**src/rtl/mips_trace_uart.sv**
```systemverilog
// Retirement-trace streamer: one 10-byte UART 8N1 frame per retired MIPS instruction.
// Latency: tx start bit begins 2 clk after the retire-detect cycle; frame = 100*CLKS_PER_BIT clk.
// Backpressure: none upstream; one pending snapshot, further retirements dropped and flagged in overflow.
module mips_trace_uart #(
    parameter int          CLKS_PER_BIT = 434,
    parameter logic [7:0]  SYNC_BYTE    = 8'hA5
) (
    input  logic        clk,
    input  logic        rst,
    input  logic        new_clk,
    input  logic [31:0] pc_in,
    input  logic [31:0] alu_in,
    input  logic        br_taken,
    input  logic        ovf_clr,
    output logic        tx,
    output logic        busy,
    output logic        overflow,
    output logic [15:0] frame_count
);

    localparam int             BW       = (CLKS_PER_BIT > 1) ? $clog2(CLKS_PER_BIT) : 1;
    localparam logic [BW-1:0]  BAUD_MAX = BW'(CLKS_PER_BIT - 1);

    typedef enum logic [1:0] {IDLE, START, DATA, STOP} state_t;

    state_t         state;
    logic           new_clk_q;
    logic           ret;
    logic           load;
    logic           bit_end;
    logic           pend_vld;
    logic [31:0]    pend_pc;
    logic [31:0]    pend_alu;
    logic           pend_br;
    logic [BW-1:0]  baud;
    logic [2:0]     bit_idx;
    logic [3:0]     byte_idx;
    logic [7:0]     byte_sr;
    logic [71:0]    frame_sr;

    assign ret     = new_clk & ~new_clk_q;
    assign load    = (state == IDLE) & pend_vld;
    assign bit_end = (baud == BAUD_MAX);
    // state and pend_vld are both registers, so busy tracks them with no extra lag
    assign busy    = (state != IDLE) | pend_vld;

    // Edge register; reset to 1 so a high new_clk at reset release is not a retirement
    always_ff @(posedge clk or posedge rst) begin
        if (rst) new_clk_q <= 1'b1;
        else     new_clk_q <= new_clk;
    end

    // One-entry pending buffer and sticky drop flag (a drop beats a same-cycle clear)
    always_ff @(posedge clk or posedge rst) begin
        if (rst) begin
            pend_vld <= 1'b0;
            pend_pc  <= '0;
            pend_alu <= '0;
            pend_br  <= 1'b0;
            overflow <= 1'b0;
        end else begin
            if (ret && (!pend_vld || load)) begin
                pend_vld <= 1'b1;
                pend_pc  <= pc_in;
                pend_alu <= alu_in;
                pend_br  <= br_taken;
            end else if (load) begin
                pend_vld <= 1'b0;
            end
            if (ret && pend_vld && !load) overflow <= 1'b1;
            else if (ovf_clr)             overflow <= 1'b0;
        end
    end

    // Transmitter: bytes go out back to back; one IDLE cycle separates consecutive frames
    always_ff @(posedge clk or posedge rst) begin
        if (rst) begin
            state       <= IDLE;
            tx          <= 1'b1;
            baud        <= '0;
            bit_idx     <= '0;
            byte_idx    <= '0;
            byte_sr     <= '0;
            frame_sr    <= '0;
            frame_count <= '0;
        end else begin
            case (state)
                IDLE: begin
                    baud <= '0;
                    tx   <= 1'b1;
                    if (pend_vld) begin
                        byte_sr  <= SYNC_BYTE;
                        frame_sr <= {pend_pc, pend_alu, 7'b0, pend_br};
                        byte_idx <= '0;
                        bit_idx  <= '0;
                        tx       <= 1'b0;
                        state    <= START;
                    end
                end
                START: begin
                    if (bit_end) begin
                        baud    <= '0;
                        tx      <= byte_sr[0];
                        byte_sr <= {1'b0, byte_sr[7:1]};
                        bit_idx <= '0;
                        state   <= DATA;
                    end else begin
                        baud <= baud + 1'b1;
                    end
                end
                DATA: begin
                    if (bit_end) begin
                        baud <= '0;
                        if (bit_idx == 3'd7) begin
                            tx    <= 1'b1;
                            state <= STOP;
                        end else begin
                            tx      <= byte_sr[0];
                            byte_sr <= {1'b0, byte_sr[7:1]};
                            bit_idx <= bit_idx + 1'b1;
                        end
                    end else begin
                        baud <= baud + 1'b1;
                    end
                end
                STOP: begin
                    if (bit_end) begin
                        baud <= '0;
                        if (byte_idx == 4'd9) begin
                            frame_count <= frame_count + 1'b1;
                            state       <= IDLE;
                        end else begin
                            byte_idx <= byte_idx + 1'b1;
                            byte_sr  <= frame_sr[71:64];
                            frame_sr <= {frame_sr[63:0], 8'h00};
                            tx       <= 1'b0;
                            state    <= START;
                        end
                    end else begin
                        baud <= baud + 1'b1;
                    end
                end
                default: state <= IDLE;
            endcase
        end
    end

endmodule

```
**config.mk**
```make
export PLATFORM = sky130hd
export DESIGN_NAME = mips_trace_uart
export DESIGN_NICKNAME = d
export VERILOG_FILES = /design/src/rtl/mips_trace_uart.sv
export SDC_FILE = /design/constraint.sdc
export NUM_CORES = 1
export LEC_CHECK = 0
export CORE_MARGIN = 2
export CORE_UTILIZATION = 60
export DETAILED_ROUTE_END_ITERATION = 10
export GPL_ROUTABILITY_DRIVEN = 1
export GPL_TIMING_DRIVEN = 0
export PLACE_DENSITY = 0.85
export SLEW_MARGIN = 25
export SYNTH_ARGS = -nofsm -noshare
export SYNTH_HDL_FRONTEND = slang
export SYNTH_SLANG_ARGS = --single-unit
```
**constraint.sdc**
```tcl
create_clock -name clk -period 13.29 [get_ports clk]
set_input_delay 2.658 -clock clk [delete_from_list [all_inputs] [get_ports clk]]
set_output_delay 2.658 -clock clk [all_outputs]
set_load 0.01 [all_outputs]
```
### Word level (Yosys, flattened, before mapping)

Cells that the tools add are included.

* output and inout bits: 19
* logic and storage cells: 94
* register bits: 183
* input port bits: 69

* multiplexer cells: 40
* bitwise gates (word level): 4
* reductions and logical operators: 19
* equal/unequal tests: 13
* $add $sub $neg: 4

Operator list (number)
* 72-bit two-way mux: 3
* 72-bit one-hot mux with 2 select lines: 1
* 8-bit two-way mux: 6
* 8-bit one-hot mux with 4 select lines: 1
* 9-bit one-hot mux with 2 select lines: 1
* 16-bit by 1-bit adder with 16-bit output (second input constant): 1
* 2-bit inequality test (second input constant): 7
* 3-bit two-way mux: 4
* 4-bit two-way mux: 3
* 1-bit two-way mux: 11
* 2-bit two-way mux: 5
* 5-bit AND reduction: 2
* 9-bit by 1-bit adder with 9-bit output (second input constant): 1
* 9-bit equality test (second input constant): 1
* 9-bit two-way mux: 1
* 3-bit one-hot mux with 3 select lines: 1
* 2-bit one-hot mux with 4 select lines: 1
* 4-bit one-hot mux with 2 select lines: 1
* 4-bit AND reduction: 2
* 2-bit nonzero test: 4
* 6-bit AND reduction: 1
* 4-bit by 1-bit adder with 4-bit output (second input constant): 1
* 2-bit equality test (second input constant): 2
* 4-bit equality test (second input constant): 1
* 14 further kinds: 18

### Longest topological paths before layout

* word-level depth: 5
* mapped depth: 8
* mapped depth without buffers: 6

### Worst setup path before layout

OpenSTA, ideal clock, no wires.

* path kind: input to register
* start: in new_clk
* end: reg pend_alu[0]
* required time: 13.165 ns
* arrival time: 3.759 ns
* library setup time: 0.125 ns
* path buffers: 2
* cell stages on the path: 5
* setup slack: 9.406 ns
* cells stage by stage: nand2b_1 > a21oi_1 > clkbuf_1 > buf_2 > mux2_2

* cells in the longest elaborated chain, start to end: 2

Ends and longest elaborated chain
* start, declared: line 10 `input logic new_clk,`
* 1-bit bitwise AND: line 41 `assign ret = new_clk & ~new_clk_q;`
* 1-bit logical AND: line 62 `if (ret && (!pend_vld || load)) begin`
* end signal, assigned: line 65 `pend_alu <= alu_in;`
* end, declared: line 33 `logic [31:0] pend_alu;`

No other way between the ends.
A chain may end at the register's enable or synchronous reset.

### Worst setup path in the final report

* start: reg state[0]
* end: out busy

* cells in the longest elaborated chain, start to end: 2

Ends and longest elaborated chain
* start, declared: line 26 `state_t state;`
* start signal, assigned: line 78 `state <= IDLE;`
* start signal, assigned: line 97 `state <= START;`
* start signal, assigned: line 106 `state <= DATA;`
* 2-bit nonzero test: line 45 `assign busy = (state != IDLE) | pend_vld;`
* 1-bit OR: line 45
* end, declared: line 16 `output logic busy,`

No other way between the ends.

==> flow_summary.json <==
{
  "run_status": "completed",
  "complex_gate_fraction_of_the_synthesized_area": 0.142,
  "dr.max_layer_used": "met4",
  "clock_group_share_of_total_power": 0.396,
  "synth.yosys.warnings": 0,
  "crit_arrival_ps": 2150,
  "powerDensity_nw_per_um2": 130,
  "netlist_area_before_placement_um2": 7570,
  "vias": 5308,
  "synth.area.mux_share": 0.141,
  "yosys_register_bits": 176,
  "rsz0062_at_grt": "false",
  "synthXorXnorAreaFrac": 0.0254,
  "cp_required_ps": 10630,
  "clock_insertion_delay_worst_skew_ps": 440,
  "seq_power_share": 0.516,
  "hold_vio_cnt_final": 0,
  "netSwitchingFraction": 0.223,
  "post-synth-top-area-cell": "sky130_fd_sc_hd__dfrtp_1",
  "crit_type": "flip-flop to primary output",
  "ctsResizeCount": 0,
  "row_count": 41,
  "synth_simple_gate_area_frac": 0.0644,
  "synth_top_family_by_area": "compound AO/OA/AOI/OAI gates",
  "yosys.cell_types.count": 49,
  "post-route-drc-count": 0,
  "overflow": 0,
  "highest_attainable_clock_frequency_mhz": 208,
  "final_min_period_over_clock_period": 0.362,
  "kind_of_end_point_of_the_critical_path": "primary output",
  "min_clock_period_post_route_ps": 4810,
  "cts.root.buffer_cell": "sky130_fd_sc_hd__clkbuf_16",
  "synth_edf_count": 0,
  "ff2ff_setup_slack_ps": 10420,
  "synth-adder-area-share": 0.0198,
  "final_critical_path_setup_slack_ps": 8480,
  "comb_power_share": 0.088,
  "synth_top_cell_area_share": 0.575,
  "ys_seq_area_frac": 0.582,
  "placed_cells_incl_taps": 857,
  "synth.avg_cell_area_um2": 12.7,
  "first_pass_iters": 6,
  "route.antenna.remaining_nets": 0,
  "area_delta_synth_final_pct": 22.0,
  "floorplan.die_area_um2": 13500,
  "worstSetupStartpointType": "flip-flop",
  "grt_pass1_wl_um": 27900,
  "layoutNonFillerInstCount": 883,
  "cap_violations": 0,
  "fin_worst_skew_ps": 10.7,
  "crit_fanout": 10,
  "cts_sinks": 176,
  "clock_tree.buffer_depth": 2,
  "dpl_cell_area_um2": 8690,
  "post_route_cells_drive_above_1_share": 0.160,
  "dp_slack_ps": 8380,
  "final_area_um2": 9240,
  "post_drt_via_cell_ratio": 6.01,
  "hold_class": "flip-flop to flip-flop",
  "gp_congestion": 0.827,
  "cts_post_setup_buffers_inserted": 0,
  "design.core.area_um2": 12500,
  "ctsHoldBuffers": 0,
  "grt_pass1_vias": 5589,
  "antenna_found_initial": 0,
  "synth.area.top_cells": "sky130_fd_sc_hd__dfrtp_1 57%, sky130_fd_sc_hd__mux2_2 10%, sky130_fd_sc_hd__a2bb2oi_1 4.5%",
  "cellLeakagePower_nw": 3.92,
  "dr.first_iter.drc_count": 463,
  "syn_nets": 678,
  "instance_count_of_the_mapped_netlist": 597,
  "setup_tns_after_final_layout_ps": 0,
  "internal_power_mw": 0.932,
  "numnets_final": 785,
  "floorplan.io_pins": 88,
  "clk_pin_slew_ps": 60,
  "diodes": 0,
  "netSwitchingPower_mw": 0.267,
  "met3WireLength_um": 845,
  "relSlewSlack": 0.482,
  "tritoncts": "done",
  "synthFlopType": "sky130_fd_sc_hd__dfrtp_1",
  "dieWidth_um": 116,
  "groute.usage.overall": 0.270,
  "drt-met1-wl_um": 7050,
  "synth.most_common_cell": "sky130_fd_sc_hd__dfrtp_1",
  "worst-slew-pin-transition_ps": 777,
  "cts_bufs_inserted": 17,
  "place_hpwl_um": 11700,
  "wl_um": 16800,
  "drv_slew": 0,
  "floorplan.initialDensity": 0.608,
  "post_synth_most_frequent_cells": "174 x sky130_fd_sc_hd__dfrtp_1, 68 x sky130_fd_sc_hd__mux2_2, 39 x sky130_fd_sc_hd__a2bb2oi_1, 31 x sky130_fd_sc_hd__o22ai_1, 27 x sky130_fd_sc_hd__o21ai_0",
  "cts_max_level": 4,
  "post_drt_wl_per_cell_um": 19.0,
  "met2WireLength_um": 8420,
  "grt_max_degree": 95,
  "chipHeight_um": 116,
  "vdd_ir_drop_max_uv": 90.8,
  "async_reset_ff_frac": 1.00,
  "fillers": 796,
  "report.final.setup_viol": 0,
  "port_buffers": 87
}
-- cells by family after synthesis --
family	count (synthesis)
AO/OA/AOI/OAI	154
adder cells (fa/ha/maj)	12
XOR/XNOR	22
AND/OR/NAND/NOR	87
multiplexers	97
buffers and inverters	49
flip-flops	176
-- critical path, stage by stage, from the launching register on --
cell and delay [ps]:
sky130_fd_sc_hd__dfrtp_1 440, sky130_fd_sc_hd__inv_1 120, sky130_fd_sc_hd__ha_1 240, sky130_fd_sc_hd__buf_2 190, sky130_fd_sc_hd__nand2b_1 160, sky130_fd_sc_hd__clkdlybuf4s50_1 570
-- path summary, 6_finish.rpt --
path,end,from,cells past startpoint
max,busy,state[0]$_DFFE_PP0P_,5
min,byte_sr[6]$_DFFE_PP0P_,byte_sr[6]$_DFFE_PP0P_,1
max reg2reg,pend_pc[31]$_DFFE_PP0P_,state[0]$_DFFE_PP0P_,8
min reg2reg,byte_sr[6]$_DFFE_PP0P_,byte_sr[6]$_DFFE_PP0P_,1
max in group asynchronous,pend_alu[14]$_DFFE_PP0P_,rst,3
min in group asynchronous,frame_count[9]$_DFFE_PP0P_,rst,2
-- flip-flops by register name (all words and copies together), names as in the netlist, 2 cells and up --
signal	cells
pend_pc	32
frame_sr	65
byte_idx	4
state	2
frame_count	16
byte_sr	8
bit_idx	3
pend_alu	32
baud	9
-- cells in the final DEF (no fill, tap or decap), types with 2 or more instances in the layout --
master	synthesis	layout
sky130_fd_sc_hd__nand4_1	7	7
sky130_fd_sc_hd__buf_2	10	10
sky130_fd_sc_hd__mux2i_1	21	21
sky130_fd_sc_hd__inv_1	11	10
sky130_fd_sc_hd__mux2_1	8	8
sky130_fd_sc_hd__a21oi_1	3	3
sky130_fd_sc_hd__clkbuf_8	0	2
sky130_fd_sc_hd__dfstp_2	2	2
sky130_fd_sc_hd__mux2_2	68	68
sky130_fd_sc_hd__dfrtp_1	174	174
sky130_fd_sc_hd__and3_1	5	5
sky130_fd_sc_hd__xor2_1	4	4
sky130_fd_sc_hd__a22oi_1	5	5
sky130_fd_sc_hd__clkinvlp_4	0	2
sky130_fd_sc_hd__clkbuf_16	0	17
sky130_fd_sc_hd__nand3_1	13	13
sky130_fd_sc_hd__nand2b_1	3	3
sky130_fd_sc_hd__o21ai_0	27	27
sky130_fd_sc_hd__xnor2_1	18	18
sky130_fd_sc_hd__nor3_1	14	14
sky130_fd_sc_hd__o22ai_1	31	31
sky130_fd_sc_hd__nor2_1	15	15
sky130_fd_sc_hd__clkdlybuf4s50_1	0	87
sky130_fd_sc_hd__clkbuf_1	26	27
sky130_fd_sc_hd__o2bb2ai_1	8	8
sky130_fd_sc_hd__o31ai_1	2	2
sky130_fd_sc_hd__buf_1	2	2
sky130_fd_sc_hd__nand2_1	16	16
sky130_fd_sc_hd__a22o_1	10	10
sky130_fd_sc_hd__bufinv_16	0	2
sky130_fd_sc_hd__a221o_1	3	3
sky130_fd_sc_hd__o21ai_1	20	20
sky130_fd_sc_hd__a2bb2oi_1	39	39
sky130_fd_sc_hd__ha_1	12	12
-- layer usage --
metal / up-vias / GRT usage
li1: 2416 / -
met1: 2663 / 0.341
met2: 191 / 0.458
met3: 38 / 0.0529
met4: 0 / 0.117
met5: - / 0
-- area by class of cell --
type | instances | area, um^2 | area share
plain buffers | 38 | 155 | 0.0168
clock buffers | 20 | 457 | 0.0494
clock inverters | 6 | 88.8 | 0.00961
inverters | 11 | 48.8 | 0.00528
multi-input cells | 372 | 2970 | 0.321
flip-flops and latches | 176 | 4410 | 0.477
well taps | 172 | 215 | 0.0233
repair buffers | 88 | 898 | 0.0972
-- stage by stage --
| stage | total power, mW | utilization | hold slack [ps] |
|---|---|---|---|
| 6_report | 1.20 | 0.741 | 490 |
| 5_1_grt | 1.24 | 0.741 | 518 |
| 4_1_cts | 1.20 | 0.741 | 492 |
| 3_5_place_dp | 0.732 | 0.697 | 478 |
| 3_3_place_gp | 0.722 | 0.695 | 462 |
| 2_1_floorplan | 0.682 | - | 457 |
-- power by group through the flow --
stage / combinational (mW) / clock, mW / sequential (mW)
2_1_floorplan: 0.0701 / 0 / 0.612
3_3_place_gp: 0.0985 / 0 / 0.624
3_5_place_dp: 0.106 / 0 / 0.626
4_1_cts: 0.107 / 0.477 / 0.618
5_1_grt: 0.117 / 0.502 / 0.623
6_report: 0.106 / 0.475 / 0.618
Note: power is estimated with default switching activity, not from simulation.
==> RTL change: new RTL, same settings <==
Register the inputs `pc_in`, `alu_in`, `br_taken` and `ovf_clr` before use. The logic sees them one clock later.
--- a/src/rtl/mips_trace_uart.sv
+++ b/src/rtl/mips_trace_uart.sv
@@ -24,2 +24,14 @@
     typedef enum logic [1:0] {IDLE, START, DATA, STOP} state_t;
+
+    logic [31:0] pc_q;
+    logic [31:0] alu_q;
+    logic br_taken_q;
+    logic ovf_clr_q;
+
+    always_ff @(posedge clk) begin
+        pc_q       <= pc_in;
+        alu_q      <= alu_in;
+        br_taken_q <= br_taken;
+        ovf_clr_q  <= ovf_clr;
+    end
 
@@ -63,5 +75,5 @@
                 pend_vld <= 1'b1;
-                pend_pc  <= pc_in;
-                pend_alu <= alu_in;
-                pend_br  <= br_taken;
+                pend_pc  <= pc_q;
+                pend_alu <= alu_q;
+                pend_br  <= br_taken_q;
             end else if (load) begin
@@ -70,3 +82,3 @@
             if (ret && pend_vld && !load) overflow <= 1'b1;
-            else if (ovf_clr)             overflow <= 1'b0;
+            else if (ovf_clr_q)             overflow <= 1'b0;
         end
Behaviour: not the same (a bounded check fails within 10 cycles, from zero or initial values and one cycle with rst high).
==> RTL change against the original RTL <==
Design area grew 17%; synthesized area increased by 19%; clock power is 30% higher; critical path depth unchanged; routed wire length increased by 9.3%; via count increased by 9.4%; sequential share of layout area grew 5.1 points; setup slack got worse by 0.23 ns; sequential cell count up 66; total power increased by 25%; global-route usage shrank 3.3 points; critical path type unchanged; largest power group unchanged.
==> RTL change: results (changes against the original RTL) <==
[outcome]
outcome = finished, final reports clean

[sta]
holdWs_ns = 0.453  ; -0.0373 ns
fin_skew_ns = 0.0176  ; +0.00690 ns
worstMarginPinSlew_ns = 0.788  ; +0.0109 ns

[power]
power_leakage_nw = 4.76  ; +21%
peakVddDrop_mv = 0.120  ; +32%
cellPowerDensity_mw_per_mm2 = 138  ; +6.6%

[clock_tree]
clk_latency_ns = 0.53  ; +0.09 ns
numCtsBuffers = 24  ; +7
clockBufferDepth = 3  ; +1
htree_levels = 1  ; -3

[grt]
grt_first_pass_wirelength_um = 30400  ; +8.9%
grt_util_all_layers_pct = 23.7  ; -3.3 points
grt_pass1_vias = 6105  ; +9.2%
grt_max_degree = 108  ; +14%

[placement]
dp.cells = 978  ; +14%
gp_congestion = 0.848  ; +2.6%
hpwlAfterDp_um = 12300  ; +5.1%
place_area_sq_mm = 0.0101  ; +17%

[synth]
synth_async_sr_flop_share_pct = 72.7  ; -27 points
yosysSeqAreaShare_pct = 63.7  ; +5.5 points
synth_common_cells = 174 x dfrtp_1, 73 x mux2_2, 66 x dfxtp_1, 56 x nor2_1, 50 x nand2_1
synth-warning-count = 0  ; unchanged
synth_fp_nets = 787  ; +16%
synth_area_per_cell_sq_um = 12.7  ; +0.42%

[worst_setup_path]
crit_path_max_fanout = 9  ; -1
reg2reg_slack_ns = 10.47  ; +0.05 ns
max_stage_delay_ns = 0.62  ; +0.05 ns
r2r_cells = 7  ; -1
crit_arrival_ns = 2.38  ; +0.23 ns
rr_endpoint = pend_pc[0]$_DFFE_PP0P_

[layout]
drive_gt1_share_pct = 16.8  ; +0.81 points
fin_nets = 901  ; +15%
nFillCells = 929  ; +17%

[min_path]
hold_end = pend_pc[19]$_DFFE_PP0P_

[routing]
drtIter0Drc = 508  ; +9.7%
first_pass_iters = 5  ; -1
via_per_inst = 5.69  ; -5.4%

==> RTL change: layout make-up <==
cell class	instances	area share, %
buffer	38	1.65
clock buffer	36	6.14
clock inverter	7	0.427
inverter	28	1.04
multi-input combinational	398	27.5
sequential	242	52.8
tap	184	2.12
timing repair buffer	88	8.29
==> RTL change: layer usage <==
layer	GRT usage [%]	part of all wire, %
met1	29.3	40
met5	0	0
met2	41.5	52
met3	4.43	4.9
met4	9.11	3.2
==> RTL change: cell families after synthesis <==
| family | Yosys count | share of synthesized area (%) |
|---|---|---|
| flip-flops | 242 | 63.7 |
| buffers and inverters | 66 | 3.16 |
| adder cells (fa/ha/maj) | 12 | 1.67 |
| AO/OA/AOI/OAI | 101 | 7.97 |
| XOR/XNOR | 22 | 2.14 |
| AND/OR/NAND/NOR | 157 | 8.56 |
| multiplexers | 106 | 12.8 |
==> RTL change: worst max path at each step <==
stage	startpoint	depth (start not counted)	to	slack, ns
CTS	state[0]$_DFFE_PP0P_	5	busy	8.27
floorplan	rst	1	baud[0]$_DFF_PP0_	5.86
global placement	rst	2	pend_alu[9]$_DFFE_PP0P_	3.93
detailed placement	new_clk	6	pend_pc[1]$_DFFE_PP0P_	8.23
global route	state[0]$_DFFE_PP0P_	5	busy	8.17
finish	state[0]$_DFFE_PP0P_	5	busy	8.25
==> RTL change: where the power goes <==
group / switching, mW / internal [mW] / total (mW)
clock: 0.269 / 0.347 / 0.616
sequential: 0.0256 / 0.781 / 0.806
combinational: 0.0279 / 0.0491 / 0.0770
total: 0.323 / 1.18 / 1.50
